==> src/rtl/dcache_pkg.sv <==
// Shared types and helpers for the direct-mapped write-through data cache.
// Holds the controller FSM encoding, array geometry and byte-lane helpers.
// No logic of its own; imported by the controller.
package dcache_pkg;

    localparam int TAG_WIDTH = 27;
    localparam int SET_WIDTH = 3;

    typedef enum logic [1:0] {
        ST_IDLE   = 2'd0,
        ST_REFILL = 2'd1,
        ST_WRITE  = 2'd2
    } state_t;

    // One-hot byte-lane strobe for a byte offset within a word.
    function automatic logic [3:0] byte_strobe(input logic [1:0] off);
        byte_strobe = 4'b0001 << off;
    endfunction

    // Load result: whole word for LW, zero-extended little-endian byte for LBU.
    function automatic logic [31:0] load_extract(input logic [31:0] word,
                                                 input logic        is_byte,
                                                 input logic [1:0]  off);
        logic [31:0] sh;
        sh = word >> {off, 3'b000};
        load_extract = is_byte ? {24'h0, sh[7:0]} : word;
    endfunction

endpackage

==> src/rtl/dcache_array.sv <==
// Valid/tag/data storage: one combinational read port, one byte-enabled write port.
// Latency: read same cycle, write visible after the next clk edge.
// Backpressure: none; the controller guarantees at most one write per cycle.
module dcache_array #(
    parameter int DATA_WIDTH = 32,
    parameter int TAG_WIDTH  = dcache_pkg::TAG_WIDTH,
    parameter int SET_WIDTH  = dcache_pkg::SET_WIDTH
) (
    input  logic                    clk,
    input  logic                    rst,
    input  logic                    i_clr,
    input  logic [SET_WIDTH-1:0]    i_rd_set,
    output logic                    o_rd_vld,
    output logic [TAG_WIDTH-1:0]    o_rd_tag,
    output logic [DATA_WIDTH-1:0]   o_rd_dat,
    input  logic                    i_wr_en,
    input  logic [SET_WIDTH-1:0]    i_wr_set,
    input  logic [TAG_WIDTH-1:0]    i_wr_tag,
    input  logic [DATA_WIDTH-1:0]   i_wr_dat,
    input  logic [DATA_WIDTH/8-1:0] i_wr_be
);
    localparam int NSETS = 1 << SET_WIDTH;
    localparam int NB    = DATA_WIDTH / 8;

    logic [NSETS-1:0]      r_valid;
    logic [TAG_WIDTH-1:0]  r_tag  [NSETS];
    logic [DATA_WIDTH-1:0] r_data [NSETS];

    assign o_rd_vld = r_valid[i_rd_set];
    assign o_rd_tag = r_tag[i_rd_set];
    assign o_rd_dat = r_data[i_rd_set];

    // Valid bits: cleared by reset or bulk flush, set by any line write.
    always_ff @(posedge clk) begin
        if (rst || i_clr) begin
            r_valid <= '0;
        end else if (i_wr_en) begin
            r_valid[i_wr_set] <= 1'b1;
        end
    end

    // Tag and data: only the enabled byte lanes of the word are overwritten.
    always_ff @(posedge clk) begin
        if (i_wr_en) begin
            r_tag[i_wr_set] <= i_wr_tag;
            for (int b = 0; b < NB; b++) begin
                if (i_wr_be[b]) begin
                    r_data[i_wr_set][b*8 +: 8] <= i_wr_dat[b*8 +: 8];
                end
            end
        end
    end

endmodule

==> src/rtl/dcache_ctrl.sv <==
// Direct-mapped, one-word-line, write-through data cache controller (optional stats: DCACHE_STATS_EN).
// Latency: load hit same cycle; load miss / any store completes on the mem_ack cycle.
// Backpressure: cpu_stall holds the pipeline; single outstanding mem transaction, held until mem_ack.
module dcache_ctrl #(
    parameter int DATA_WIDTH = 32,
    parameter int TAG_WIDTH  = dcache_pkg::TAG_WIDTH,
    parameter int SET_WIDTH  = dcache_pkg::SET_WIDTH
) (
    input  logic                  clk,
    input  logic                  rst,
    input  logic                  cpu_req,
    input  logic                  cpu_we,
    input  logic                  cpu_byte,
    input  logic [31:0]           cpu_addr,
    input  logic [DATA_WIDTH-1:0] cpu_wdata,
    output logic [DATA_WIDTH-1:0] cpu_rdata,
    output logic                  cpu_stall,
    input  logic                  flush,
    output logic                  mem_req,
    output logic                  mem_we,
    output logic [31:0]           mem_addr,
    output logic [DATA_WIDTH-1:0] mem_wdata,
    output logic [3:0]            mem_wstrb,
    input  logic [DATA_WIDTH-1:0] mem_rdata,
    input  logic                  mem_ack
`ifdef DCACHE_STATS_EN
    ,
    output logic [31:0]           hit_count,
    output logic [31:0]           miss_count
`endif
);
    import dcache_pkg::*;

    state_t r_state, w_next;

    logic                  r_mem_req, r_mem_we;
    logic [31:0]           r_mem_addr;
    logic [DATA_WIDTH-1:0] r_mem_wdata;
    logic [3:0]            r_mem_wstrb;
    logic                  r_byte;
    logic [1:0]            r_off;
    logic                  r_st_hit;

    logic [SET_WIDTH-1:0]  w_set;
    logic [TAG_WIDTH-1:0]  w_tag;
    logic                  w_rd_vld;
    logic [TAG_WIDTH-1:0]  w_rd_tag;
    logic [DATA_WIDTH-1:0] w_rd_dat;
    logic                  w_hit;

    logic                  w_stall, w_issue, w_done, w_clr, w_wr_en;
    logic [DATA_WIDTH-1:0] w_rdata, w_wr_dat;
    logic [3:0]            w_wr_be;

    assign w_set = cpu_addr[2 +: SET_WIDTH];
    assign w_tag = cpu_addr[31 -: TAG_WIDTH];
    assign w_hit = w_rd_vld && (w_rd_tag == w_tag);

    dcache_array #(
        .DATA_WIDTH (DATA_WIDTH),
        .TAG_WIDTH  (TAG_WIDTH),
        .SET_WIDTH  (SET_WIDTH)
    ) u_array (
        .clk      (clk),
        .rst      (rst),
        .i_clr    (w_clr),
        .i_rd_set (w_set),
        .o_rd_vld (w_rd_vld),
        .o_rd_tag (w_rd_tag),
        .o_rd_dat (w_rd_dat),
        .i_wr_en  (w_wr_en),
        .i_wr_set (r_mem_addr[2 +: SET_WIDTH]),
        .i_wr_tag (r_mem_addr[31 -: TAG_WIDTH]),
        .i_wr_dat (w_wr_dat),
        .i_wr_be  (w_wr_be)
    );

    // FSM state register.
    always_ff @(posedge clk) begin
        if (rst) begin
            r_state <= ST_IDLE;
        end else begin
            r_state <= w_next;
        end
    end

    // Next state, CPU-side outputs and array write control.
    always_comb begin
        w_next   = r_state;
        w_stall  = 1'b0;
        w_rdata  = '0;
        w_issue  = 1'b0;
        w_done   = 1'b0;
        w_clr    = 1'b0;
        w_wr_en  = 1'b0;
        w_wr_dat = r_mem_wdata;
        w_wr_be  = r_mem_wstrb;
        case (r_state)
            ST_IDLE: begin
                // Flush wins over a simultaneous request; the request is retried later.
                if (flush) begin
                    w_stall = 1'b1;
                    w_clr   = 1'b1;
                end else if (cpu_req) begin
                    if (cpu_we) begin
                        w_stall = 1'b1;
                        w_issue = 1'b1;
                        w_next  = ST_WRITE;
                    end else if (w_hit) begin
                        w_rdata = load_extract(w_rd_dat, cpu_byte, cpu_addr[1:0]);
                    end else begin
                        w_stall = 1'b1;
                        w_issue = 1'b1;
                        w_next  = ST_REFILL;
                    end
                end
            end
            ST_REFILL: begin
                w_stall = 1'b1;
                if (mem_ack) begin
                    w_stall  = 1'b0;
                    w_done   = 1'b1;
                    w_wr_en  = 1'b1;
                    w_wr_dat = mem_rdata;
                    w_wr_be  = 4'hF;
                    w_rdata  = load_extract(mem_rdata, r_byte, r_off);
                    w_next   = ST_IDLE;
                end
            end
            ST_WRITE: begin
                w_stall = 1'b1;
                if (mem_ack) begin
                    w_stall = 1'b0;
                    w_done  = 1'b1;
                    // Byte stores never allocate; they only patch a line already present.
                    w_wr_en = r_st_hit || !r_byte;
                    w_next  = ST_IDLE;
                end
            end
            default: begin
                w_next = ST_IDLE;
            end
        endcase
        // Reset abandons any transaction and quiets the CPU side immediately.
        if (rst) begin
            w_stall = 1'b0;
            w_rdata = '0;
            w_issue = 1'b0;
            w_done  = 1'b0;
            w_clr   = 1'b0;
            w_wr_en = 1'b0;
        end
    end

    // Memory-side request registers, captured on issue and held until mem_ack.
    always_ff @(posedge clk) begin
        if (rst) begin
            r_mem_req   <= 1'b0;
            r_mem_we    <= 1'b0;
            r_mem_addr  <= '0;
            r_mem_wdata <= '0;
            r_mem_wstrb <= '0;
            r_byte      <= 1'b0;
            r_off       <= '0;
            r_st_hit    <= 1'b0;
        end else if (w_issue) begin
            r_mem_req   <= 1'b1;
            r_mem_we    <= cpu_we;
            r_mem_addr  <= {cpu_addr[31:2], 2'b00};
            r_mem_wdata <= !cpu_we ? '0 :
                           cpu_byte ? {(DATA_WIDTH/8){cpu_wdata[7:0]}} : cpu_wdata;
            r_mem_wstrb <= !cpu_we ? 4'h0 :
                           cpu_byte ? byte_strobe(cpu_addr[1:0]) : 4'hF;
            r_byte      <= cpu_byte;
            r_off       <= cpu_addr[1:0];
            r_st_hit    <= w_hit;
        end else if (w_done) begin
            r_mem_req   <= 1'b0;
            r_mem_we    <= 1'b0;
            r_mem_wstrb <= 4'h0;
        end
    end

    assign mem_req   = r_mem_req;
    assign mem_we    = r_mem_we;
    assign mem_addr  = r_mem_addr;
    assign mem_wdata = r_mem_wdata;
    assign mem_wstrb = r_mem_wstrb;
    assign cpu_stall = w_stall;
    assign cpu_rdata = w_rdata;

`ifdef DCACHE_STATS_EN
    logic [31:0] r_hit_cnt, r_miss_cnt;
    logic        w_ev_hit, w_ev_miss;

    // A completed access is a load hit in IDLE or any mem_ack-terminated access.
    always_comb begin
        w_ev_hit  = 1'b0;
        w_ev_miss = 1'b0;
        if (!rst) begin
            if (r_state == ST_IDLE && !flush && cpu_req && !cpu_we && w_hit) begin
                w_ev_hit = 1'b1;
            end
            if (r_state == ST_REFILL && mem_ack) begin
                w_ev_miss = 1'b1;
            end
            if (r_state == ST_WRITE && mem_ack) begin
                w_ev_hit  = r_st_hit;
                w_ev_miss = !r_st_hit;
            end
        end
    end

    // Saturating hit/miss counters.
    always_ff @(posedge clk) begin
        if (rst) begin
            r_hit_cnt  <= '0;
            r_miss_cnt <= '0;
        end else begin
            if (w_ev_hit && r_hit_cnt != 32'hFFFF_FFFF) begin
                r_hit_cnt <= r_hit_cnt + 32'd1;
            end
            if (w_ev_miss && r_miss_cnt != 32'hFFFF_FFFF) begin
                r_miss_cnt <= r_miss_cnt + 32'd1;
            end
        end
    end

    assign hit_count  = r_hit_cnt;
    assign miss_count = r_miss_cnt;
`endif

endmodule

==> config.mk <==
export PLATFORM = sky130hd
export DESIGN_NAME = dcache_ctrl
export DESIGN_NICKNAME = d
export VERILOG_FILES = /design/src/rtl/dcache_pkg.sv /design/src/rtl/dcache_array.sv /design/src/rtl/dcache_ctrl.sv
export SDC_FILE = /design/constraint.sdc
export NUM_CORES = 1
export LEC_CHECK = 0
export ABC_AREA = 1
export CAP_MARGIN = 25
export CORE_MARGIN = 8
export CORE_UTILIZATION = 35
export DETAILED_ROUTE_END_ITERATION = 6
export GPL_ROUTABILITY_DRIVEN = 0
export GPL_TIMING_DRIVEN = 0
export SLEW_MARGIN = 10
export SYNTH_ARGS = -nofsm -noshare
export SYNTH_HDL_FRONTEND = slang
export SYNTH_SLANG_ARGS = --single-unit
==> constraint.sdc <==
create_clock -name clk -period 6 [get_ports clk]
set_input_delay 0.6 -clock clk [delete_from_list [all_inputs] [get_ports clk]]
set_output_delay 0.6 -clock clk [all_outputs]
set_load 0.005 [all_outputs]
# Word level (Yosys, flattened, before mapping)

Memory sizes are Yosys's and may differ from the RTL's.
Cells that the tools add are included.

$add $sub $neg: 0
$mul: 0
Divide/modulo/power cells: 0
Magnitude comparators: 3
Equality and inequality tests: 7
Shifts and indexed selects: 3
Muxes and demuxes: 65
Bitwise logic cells: 1
Reduce and logical (&&, ||, !) cells: 9

Operators by type and width:

| kind                                                                   | number |
|---|---|
| 32-bit two-way mux                                                     | 12 |
| 32-bit case mux with 2 select lines                                    | 1 |
| 32-bit by 5-bit right shift with 8-bit output                          | 2 |
| 1-bit two-way mux                                                      | 36 |
| 27-bit equality test                                                   | 1 |
| 4-bit two-way mux                                                      | 6 |
| 2-bit two-way mux                                                      | 5 |
| 3-bit by 4-bit < comparator with 1-bit output (second input constant)  | 2 |
| 8-bit OR                                                               | 1 |
| 2-bit != test (second input constant)                                  | 2 |
| 1-bit case mux with 2 select lines                                     | 2 |
| 2-bit case mux with 2 select lines                                     | 1 |
| 4-bit AND reduction                                                    | 1 |
| 1-bit by 2-bit << shifter with 4-bit output (first input constant)     | 1 |
| 1-bit binary-select mux with 3-bit select                              | 1 |
| 1-bit demux with 3-bit select                                          | 1 |
| 3-bit by 1-bit >= comparator with 1-bit output (second input constant) | 1 |
| 3-bit != test (second input constant)                                  | 1 |
| 2-bit by 1-bit equality test with 1-bit output (second input constant) | 1 |
| 2-bit equality test (second input constant)                            | 1 |
| 1-bit logical AND                                                      | 2 |
| 2-bit zero test                                                        | 1 |
| 1-bit logical OR                                                       | 2 |
| 2-bit by 1-bit != test with 1-bit output (second input constant)       | 1 |
| other kinds (3)                                                        | 3 |

Flip-flop bits (word level): 82
Latch bits: 0
Bits in writable memories: 472
Bits in read-only memories: 0
Input port bits: 103
Memories kept: 2

Memories:

| name           | depth | bits a word | rd ports | clocked after memory_dff | write ports | RTL line           | text |
|---|---|---|---|---|---|---|---|
| u_array.r_data | 8     | 32          | 1        | 0                        | 1           | dcache_array.sv:27 | `logic [DATA_WIDTH-1:0] r_data [NSETS];` |
| u_array.r_tag  | 8     | 27          | 1        | 0                        | 1           | dcache_array.sv:26 | `logic [TAG_WIDTH-1:0] r_tag [NSETS];` |

# Depth between registers and ports, before layout

Gate-level depths: netlist (run 1).

Depth after elaboration: 10
Depth in mapped cells: 20
Gate-level depth less buffers: 18

# Hierarchy

A second synthesis (run 1) with hierarchy kept.

Cell total of the unflattened synthesis: 3006
Area total of the unflattened synthesis: 26087.5 um^2

Modules (own cells, without submodules):

| module       | times used | cells an instance | area each (um^2) | sequential area each (um^2) |
|---|---|---|---|---|
| dcache_array | 1          | 2152              | 21150.3          | 14333.7 |
| dcache_ctrl  | 1          | 854               | 4937.2           | 1481.4 |

# Worst setup path before layout (run 1)

OpenSTA, ideal clock, no wires.

Kind: input port to flip-flop
Start point: input port rst
End point: memory u_array.r_data[0][0] (enable)
Arrival: 3949 ps
Required time: 5627 ps
Path slack: 1678 ps
Stages: 6
Buffers on the path: 1
Cell sequence: clkbuf_1 nor3_1 nand2_1 nor3_1 inv_1 nor2_1

Word-level cells in the longest chain between the ends: 3

RTL lines:

| item                                    | RTL line           | text |
|---|---|---|
| start, declared                         | dcache_ctrl.sv:10  | `input logic rst,` |
| 1-bit two-way mux                       | dcache_ctrl.sv:145 | `if (rst) begin` |
| 1-bit two-way mux                       | dcache_array.sv:44 | `if (i_wr_en) begin` |
| 1-bit two-way mux (implied by the code) | dcache_array.sv:48 | `r_data[i_wr_set][b*8 +: 8] <= i_wr_dat[b*8 +: 8];` |
| end, declared                           | dcache_array.sv:27 |  |

Every way passes these cells.

# Worst setup path after layout (run 1)

Start point: input port cpu_addr[4]
End point: output port cpu_rdata[9]

Word-level cells in the longest chain between the ends: 9

RTL lines:

| item                                                                                       | RTL line                              | text |
|---|---|---|
| start, declared                                                                            | dcache_ctrl.sv:14                     | `input logic [31:0] cpu_addr,` |
| memory read 8 x 27 bit / 1-bit binary-select mux with 3-bit select (equally long branches) | -                                     |  |
| 27-bit equality test / 1-bit two-way mux (equally long branches)                           | dcache_ctrl.sv:57, dcache_array.sv:29 |  |
| 1-bit logical AND                                                                          | dcache_ctrl.sv:57                     | `assign w_hit = w_rd_vld && (w_rd_tag == w_tag);` |
| 32-bit two-way mux *                                                                       | dcache_ctrl.sv:109                    | `end else if (w_hit) begin` |
| 32-bit two-way mux *                                                                       | dcache_ctrl.sv:105                    | `if (cpu_we) begin` |
| 32-bit two-way mux *                                                                       | dcache_ctrl.sv:104                    | `end else if (cpu_req) begin` |
| 32-bit two-way mux *                                                                       | dcache_ctrl.sv:101                    | `if (flush) begin` |
| 32-bit case mux with 2 select lines *                                                      | dcache_ctrl.sv:98                     | `case (r_state)` |
| 32-bit two-way mux *                                                                       | dcache_ctrl.sv:145                    |  |
| end, declared                                                                              | dcache_ctrl.sv:16                     | `output logic [DATA_WIDTH-1:0] cpu_rdata,` |

Mark *: on every way between the ends. The rest lies on a longest branch, timed or not. The select of a mux whose other input is x is not followed.

==> flow_metrics.tcl, run 1 <==
set metrics [dict create \
    drc 0 \
    synth_xor_area_frac 0 \
    nFillCells 6751 \
    relSlewSlack 0.2882 \
    dp_hpwl_um 63730 \
    avgSynthCellArea_sq_um 9.564 \
    yosysTopAreaCell "edfxtp_1" \
    critical_path.top_delay_family "buffers and inverters" \
    cts_buffer_depth 3 \
    fin_ws_ps 681.3 \
    synth_compound_area_frac 0.07627 \
    ys_warn_count 0 \
    power.switching_mw 2.152 \
    post_cts_buffers 0 \
    fin_crit_sh 0.8865 \
    antenna_found_initial 1 \
    start_util 0.3537 \
    min_period_ps 5319 \
    final_cell_mix "nand2_1 (788), edfxtp_1 (472), nand3_1 (341), inv_1 (242), a21oi_1 (199)" \
    fmax_ghz 0.1880 \
    required_ps 5400 \
    internal_power_mw 6.537 \
    ys_ff_latch 554 \
    area_delta_synth_final_pct 21.56 \
    die-area_sq_um 79540 \
    min_from "u_array.r_valid[5]" \
    cts_hold_buf 0 \
    totalWireLength_um 87970 \
    ir_drop_uv 201.3 \
    worst_ep_arrival_time_ps 4720 \
    place_ws_ps 710.7 \
    grt_pass1_vias 19410 \
    root_buffer "clkbuf_16" \
    final_util 0.4300 \
    p_leak_nw 11.41 \
    path_buf_inv 5 \
    design.core.area_sq_um 70030 \
    cts.reportedPaths.clkPinSlew_ps 60 \
    layout-drive-gt1-share 0.05997 \
    vias 20400 \
    crit_fanout 10 \
    placed_cell_area_sq_um 28270 \
    clock_power_share 0.405 \
    end_kind "primary output" \
    cts-htree-levels 2 \
    grt-ovfl-total 0 \
    seqPwrFrac 0.490 \
    synth_fa_ha_area_frac 0.002020 \
    share_comb_of_total_power 0.105 \
    track_usage 0.2151 \
    worst_clock_skew_ps 31.50 \
    io-pin-count 206 \
    std_cell_rows 97 \
    drv_cap 0 \
    synth.top_cell.area_share 0.5722 \
    synthesis.area_sq_um 24770 \
    switching_share 0.2477 \
    worstMarginPinSlew_ps 1057 \
    cts_made_buffers 55 \
    drt_iter0_markers 2443 \
    layout_commonest_cell "nand2_1" \
    clkLatencyLatePin_ps 630 \
    synth.distinct_cells 32 \
    synth_top_family_by_area "simple AND/OR/NAND/NOR gates" \
    cts_tree "built" \
    critPathKind "in2out" \
    ant_nets 0 \
    seq_area_frac_synth 0.6384 \
    slew_violations 0 \
    hold_viol_final 0 \
    min_path_type "reg2reg" \
    finalInstanceArea_sq_um 30110 \
    die_w_um 282.0 \
    nets 2980 \
    crit_path_start_kind "primary input" \
    timing.critical_path.from "cpu_addr[4]" \
    port_buffers 198 \
    cts-resized-gates 0 \
    rsz0062_at_grt "no" \
    cp_cell_sequence "buf_2 -> inv_1 -> buf_1 -> nand3_1 -> nand3b_1 -> nand2_1 -> nor2_1 -> nand3_1 -> nor2_1 -> nand2_1 -> nor2_1 -> buf_2 -> nand3_1 -> a21oi_1 -> clkdlybuf4s50_1" \
    synth_simple_gate_area_frac 0.2167 \
    grt_max_degree 21 \
    netlist_instances 2590 \
    r2r_start "r_state[0]" \
    status "finished clean" \
    p_per_area_nw_per_um2 288.6 \
    grt_pass1_wl_um 127400 \
    viasPerCell 5.287 \
    firstDrtPassIters 5 \
    chipHeight_um 282.0 \
    cp_slowest_cell "nor2_1" \
    clock_sinks 554 \
    synth_area_leaders "edfxtp_1 (57%), nand2_1 (12%), nand3_1 (6.9%)" \
    wl_per_cell_um 22.80 \
    slowest_delay_ps 750 \
    synthMuxAreaShare 0 \
    setup_viol 0 \
    diodes 0 \
    fin_total_pwr_mw 8.689 \
]
==> power groups by stage <==
stage	combinational, mW	clock, mW	sequential [mW]
final	0.909	3.52	4.26
after global routing	0.972	3.69	4.26
after CTS	0.884	3.54	4.26
after detailed placement	0.880	0	4.34
after global placement	0.867	0	4.34
after floorplan	0.455	0	4.32
==> worst paths after layout <==
| path | depth (start not counted) | end | slack, ps |
|---|---|---|---|
| setup / recovery | 15 | cpu_rdata[9] | 680 |
| hold / removal | 2 | u_array.r_valid[5] | 460 |
| setup reg to reg | 8 | u_array.r_data[2][19] | 2260 |
| hold reg to reg | 2 | u_array.r_valid[5] | 460 |
==> cell families (layout without fill, tap and decap cells) <==
kind of cell / Yosys count / count (layout)
adder cells (fa/ha/maj): 4 / 4
buffers and inverters: 404 / 731
flip-flops: 554 / 554
AO/OA/AOI/OAI: 336 / 336
AND/OR/NAND/NOR: 1291 / 1291
other: 1 / 2
==> cell type report <==
type,count,area (sq um),share of cell area
Multi-Input combinational cell,1633,7372,0.2448
Sequential cell,554,15820,0.5252
Clock inverter,29,347.8,0.01155
Buffer,158,719.4,0.02389
Inverter,246,925.9,0.03075
Timing Repair Buffer,225,2311,0.07675
Tap cell,940,1176,0.03906
Clock buffer,73,1444,0.04795
==> cell usage after synthesis, drive strengths merged <==
cell type  number
a21oi         199
a221o           8
a22oi          17
a31oi           7
a32o            7
a32oi          17
buf            85
clkbuf         73
clkinv          2
conb            1
dfxtp          82
edfxtp        472
ha              4
inv           244
nand2         790
nand3         341
nand3b         13
nand4           7
nor2          134
nor3            3
o211ai          7
o21ai          74
or2             3
==> per-stage QoR <==
step           instances  hold slack, ps  setup TNS (ps)
6_report            3858           455.1               0
5_1_grt             3858           470.8               0
4_1_cts             3852           453.4               0
3_5_place_dp        3750           444.2               0
3_3_place_gp        3729           437.3         -146810
2_1_floorplan       2591           430.0               0
==> metal layers <==
| layer | track usage | routed length, um | up-vias |
|---|---|---|---|
| met5 | 0 | 13 | - |
| met4 | 0.08622 | 3749 | 2 |
| met3 | 0.04717 | 9060 | 206 |
| met2 | 0.3269 | 38330 | 1115 |
| met1 | 0.2974 | 36820 | 9757 |
| li1 | - | - | 9318 |
==> worst register-to-register path: cells and delay by family, from the launching register on <==
family / cells / cell delay, ps
flip-flops: 1 / 360
adder cells (fa/ha/maj): 1 / 280
buffers and inverters: 3 / 510
AND/OR/NAND/NOR: 4 / 2210
==> registers in the layout (all words and copies together) (netlist names) <==
| signal | flops |
|---|---|
| r_byte | 1 |
| mem_we | 1 |
| mem_wstrb | 4 |
| r_off | 2 |
| u_array.r_tag | 216 |
| u_array.r_data | 256 |
| r_st_hit | 1 |
| mem_addr | 30 |
| r_state | 2 |
| mem_req | 1 |
| mem_wdata | 32 |
| u_array.r_valid | 8 |
Power figures use the tool's default switching activity.
==> inputs of run 2 (changes only) <==
Settings changed: CTS_BUF_LIST from default to sky130_fd_sc_hd__clkbuf_2 sky130_fd_sc_hd__clkbuf_4 sky130_fd_sc_hd__clkbuf_8.
==> run 2 against run 1 <==
  * The flow now finishes with violations (design-rule violations)
  * Flip-flop and latch count stayed put
  * Critical path depth stayed put
  * Sequential power hardly changed
  * Sequential share of layout area hardly changed
  * Core utilization hardly changed
  * Non-clock buffer count stayed put
  * Global-route usage is 0.21 points higher
  * Largest cell class unchanged
  * Critical path type unchanged
  * Register-to-register slack worse by 20 ps
  * Die area stayed put
  * Cell count is 1.7% higher
  * Combinational power hardly changed
  * First-iteration DRC count is 4.5% lower
==> flow_metrics.tcl, run 2 (synthesis gave the netlist of run 1 again) <==
set metrics [dict create \
    fin_crit_sh 0.8976 \
    cp_slowest_cell "nor2_1" \
    fin_ws_ps 614.5 \
    die_w_um 282.0 \
    clkLatencyLatePin_ps 690 \
    totalWireLength_um 88380 \
    end_kind "primary output" \
    internal_power_mw 6.259 \
    die-area_sq_um 79540 \
    worstMarginPinSlew_ps 1054 \
    vias 20540 \
    violations "design-rule violations" \
    final_cell_mix "nand2_1 (788), edfxtp_1 (472), nand3_1 (341), inv_1 (242), a21oi_1 (199)" \
    min_path_type "reg2reg" \
    layout_commonest_cell "nand2_1" \
    port_buffers 198 \
    power.switching_mw 2.211 \
    antenna_found_initial 3 \
    area_delta_synth_final_pct 21.58 \
    clock_power_share 0.390 \
    largest_reg_flops 256 \
    hold_viol_final 0 \
    path_buf_inv 5 \
    io-pin-count 206 \
    std_cell_rows 97 \
    share_comb_of_total_power 0.107 \
    min_period_ps 5385 \
    crit_fanout 10 \
    cts_made_buffers 88 \
    critPathKind "in2out" \
    cts_buffer_depth 3 \
    slew_violations 0 \
    grt_pass1_vias 19740 \
    drt_iter0_markers 2333 \
    regMostFlops "u_array.r_data" \
    cts-resized-gates 0 \
    relSlewSlack 0.2897 \
    grt-ovfl-total 0 \
    worst_clock_skew_ps 54.18 \
    rsz0062_at_grt "no" \
    worst_ep_arrival_time_ps 4790 \
    cts-htree-levels 3 \
    fmax_ghz 0.1857 \
    drv_cap 0 \
    chipHeight_um 282.0 \
    seqPwrFrac 0.503 \
    cts_hold_buf 0 \
    tns_ps 0 \
    grt_pass1_wl_um 128400 \
    track_usage 0.2172 \
    place_ws_ps 710.7 \
    ant_nets 0 \
    post_cts_buffers 0 \
    slowest_delay_ps 750 \
    start_util 0.3537 \
    status "finished, violations left" \
    root_buffer "clkbuf_8" \
    ir_drop_uv 179.4 \
    p_leak_nw 11.51 \
    drc 7 \
    nets 3013 \
    p_per_area_nw_per_um2 281.2 \
    dp_hpwl_um 63730 \
    grt_max_degree 21 \
    clock_sinks 554 \
    switching_share 0.2610 \
    setup_viol 0 \
    crit_path_start_kind "primary input" \
    wl_per_cell_um 22.53 \
    layout-drive-gt1-share 0.08384 \
    firstDrtPassIters 7 \
    cts.reportedPaths.clkPinSlew_ps 60 \
    cp_cell_sequence "buf_2 -> inv_1 -> buf_1 -> nand3_1 -> nand3b_1 -> nand2_1 -> nor2_1 -> nand3_1 -> nor2_1 -> nand2_1 -> nor2_1 -> buf_2 -> nand3_1 -> a21oi_1 -> clkdlybuf4s50_1" \
    viasPerCell 5.237 \
    cts_tree "built" \
    critical_path.top_delay_family "buffers and inverters" \
    required_ps 5400 \
    design.core.area_sq_um 70030 \
]
==> run 2: cell count changes in the layout (fill, tap and decap cells not counted), moves of 8 or more <==
cell       before  now
clkbuf_16      55    0
clkbuf_8        0   99
clkbuf_4        5   34
clkbuf_1       91   73
clkinv_2        7   15
==> run 2: layer usage <==
layer	vias to the layer above	track usage	part of all wire	wire, um
met5	-	0	0.00024	21
met4	4	0.09872	0.042	3735
met3	217	0.04857	0.10	8978
met2	1116	0.3278	0.44	38490
met1	9802	0.2971	0.42	37160
li1	9405	-	-	-
==> run 2: power by group through the flow <==
stage	Clock (mW)	Sequential, mW	Combinational, mW
after floorplan	0	4.32	0.455
after global placement	0	4.34	0.867
after detailed placement	0	4.34	0.880
after CTS	3.33	4.26	0.884
after global routing	3.49	4.26	0.972
final	3.30	4.26	0.908
==> run 2: per-stage QoR <==
step	hold slack (ps)	total power [mW]	cells	instance area [sq um]	utilization
after global placement	437.3	5.208	3729	27930	0.3989
after detailed placement	444.2	5.220	3750	28270	0.4038
after global routing	470.8	8.727	3923	30120	0.4301
final	453.3	8.469	3923	30120	0.4301
after CTS	446.3	8.471	3916	30070	0.4294
after floorplan	430.0	4.778	2591	24780	-
==> run 2: path summary, 6_finish.rpt <==
kind	start	endpoint	slack, ps	cells past startpoint
hold reg to reg	u_array.r_valid[5]	u_array.r_valid[5]	450	2
hold / removal	u_array.r_valid[5]	u_array.r_valid[5]	450	2
setup / recovery	cpu_addr[4]	cpu_rdata[9]	610	15
setup reg to reg	r_state[0]	u_array.r_data[5][29]	2240	9
==> run 2: cell type report <==
| type | instances | area (sq um) |
|---|---|---|
| clock buffers | 129 | 1588 |
| multi-input cells | 1633 | 7372 |
| clock inverters | 37 | 209.0 |
| fillers | 6811 | 39910 |
| repair buffers | 225 | 2308 |
| diodes | 1 | 2.502 |
| plain buffers | 158 | 719.4 |
| well taps | 940 | 1176 |
| inverters | 246 | 925.9 |
| flip-flops and latches | 554 | 15820 |
==> run 2: worst min-delay path, delay by kind of cell (launching register included) <==
kind,cells,cell delay [ps]
flip-flops,1,310
buffers and inverters,1,50
AO/OA/AOI/OAI,1,50
==> inputs of run 3 (changes only) <==
Settings changed: CORE_MARGIN 8 to default, SKIP_CTS_REPAIR_TIMING from default to 1.
==> run 3 against run 2 <==
  * The flow now finishes without violations
  * Critical path type unchanged
  * Critical path depth unchanged
  * Largest power group unchanged
  * Via count decreased by 0.22%
  * Clock-buffer cell count increased by 16
==> flow_metrics.tcl, run 3 (synthesis gave the netlist of run 1 again) <==
set metrics [dict create \
    chipHeight_um 268.0 \
    layout_commonest_cell "nand2_1" \
    required_ps 5400 \
    die_w_um 268.0 \
    worst_ep_arrival_time_ps 4870 \
    drc 0 \
    p_leak_nw 11.53 \
    ir_drop_uv 135.5 \
    status "finished clean" \
    final_util 0.4305 \
    vias 20500 \
    nets 3011 \
    totalWireLength_um 87050 \
    largest_reg_flops 256 \
    root_buffer "clkbuf_8" \
    final_cell_mix "nand2_1 (788), edfxtp_1 (472), nand3_1 (341), inv_1 (242), a21oi_1 (199)" \
    dp_hpwl_um 62690 \
    grt_pass1_wl_um 125400 \
    p_per_area_nw_per_um2 283.8 \
    firstDrtPassIters 6 \
    worst_clock_skew_ps 34.68 \
    hold_slack_ps 452.9 \
    io-pin-count 206 \
    critPathKind "in2out" \
    rsz0062_at_grt "no" \
    min_period_ps 5469 \
    crit_fanout 10 \
    fin_crit_sh 0.9116 \
    relSlewSlack 0.3169 \
    cts-htree-levels 3 \
    worstMarginPinSlew_ps 1021 \
    end_kind "primary output" \
    ant_nets 0 \
    clkLatencyLatePin_ps 700 \
    wl_per_cell_um 22.20 \
    cts.reportedPaths.clkPinSlew_ps 60 \
    clock_sinks 554 \
    cts_made_buffers 89 \
    cts_tree "built" \
    fmax_ghz 0.1828 \
    regMostFlops "u_array.r_data" \
    cts_buffer_depth 3 \
    setup_viol 0 \
    design.core.area_sq_um 70030 \
    min_path_type "reg2reg" \
    area_delta_synth_final_pct 21.71 \
    viasPerCell 5.228 \
    start_util 0.3537 \
    layout-drive-gt1-share 0.08624 \
    drt_iter0_markers 2673 \
    std_cell_rows 97 \
    grt_pass1_vias 19080 \
    grt-ovfl-total 0 \
    antenna_found_initial 3 \
    track_usage 0.2407 \
    drv_cap 0 \
    crit_path_start_kind "primary input" \
    slew_violations 0 \
    grt_max_degree 20 \
    hold_viol_final 0 \
    die-area_sq_um 71840 \
    port_buffers 198 \
]
[run 3: worst max-delay path: stages]
cell	delay, ps
buf_2	180
inv_1	240
buf_1	730
nand3_1	220
nand2_1	170
o21ai_0	90
nor2_1	90
nand3_1	80
nor2_1	90
nand2_1	60
nor2_1	770
buf_2	360
nand3_1	90
a21oi_1	470
clkdlybuf4s50_1	620
[run 3: final cells by class]
cell class | instances | area [sq um]
antenna | 1 | 2.502
buffer | 158 | 719.4
clock buffer | 145 | 1733
clock inverter | 22 | 143.9
fill | 6795 | 39880
inverter | 246 | 925.9
multi-input combinational | 1633 | 7372
sequential | 554 | 15820
tap | 940 | 1176
timing repair buffer | 222 | 2262
[run 3: stage by stage]
step / std cells / setup slack (ps) / total power [mW] / setup TNS, ps / instance area [sq um]
global placement: 3729 / -2326 / 5.207 / -159450 / 27930
finish: 3921 / 530.6 / 8.557 / 0 / 30150
floorplan: 2591 / 1678 / 4.778 / 0 / 24780
CTS: 3915 / 665.2 / 8.566 / 0 / 30120
global route: 3921 / 421.2 / 8.821 / 0 / 30150
detailed placement: 3748 / 678.3 / 5.219 / 0 / 28240
[run 3: routing by layer]
| metal | vias to the layer above | wire length, um | GRT usage |
|---|---|---|---|
| met3 | 169 | 9702 | 0.05709 |
| met2 | 1164 | 38420 | 0.3670 |
| li1 | 9389 | - | - |
| met5 | - | 7 | 0 |
| met4 | 2 | 3058 | 0.09730 |
| met1 | 9774 | 35870 | 0.3290 |
[run 3: power breakdown]
group	internal, mW	total (mW)	leakage, nW	switching (mW)
Sequential	4.22	4.26	5.01	0.0402
Clock	1.87	3.39	1.01	1.51
Combinational	0.284	0.909	5.52	0.625
[run 3: worst paths after layout]
check	startpoint	endpoint	slack, ps	cells after the start
worst max-delay path	cpu_addr[4]	cpu_rdata[8]	530	15
worst min-delay path	u_array.r_valid[2]	u_array.r_valid[2]	450	2
worst max register to register	r_state[1]	u_array.r_data[0][28]	2080	9
worst min register to register	u_array.r_valid[2]	u_array.r_valid[2]	450	2
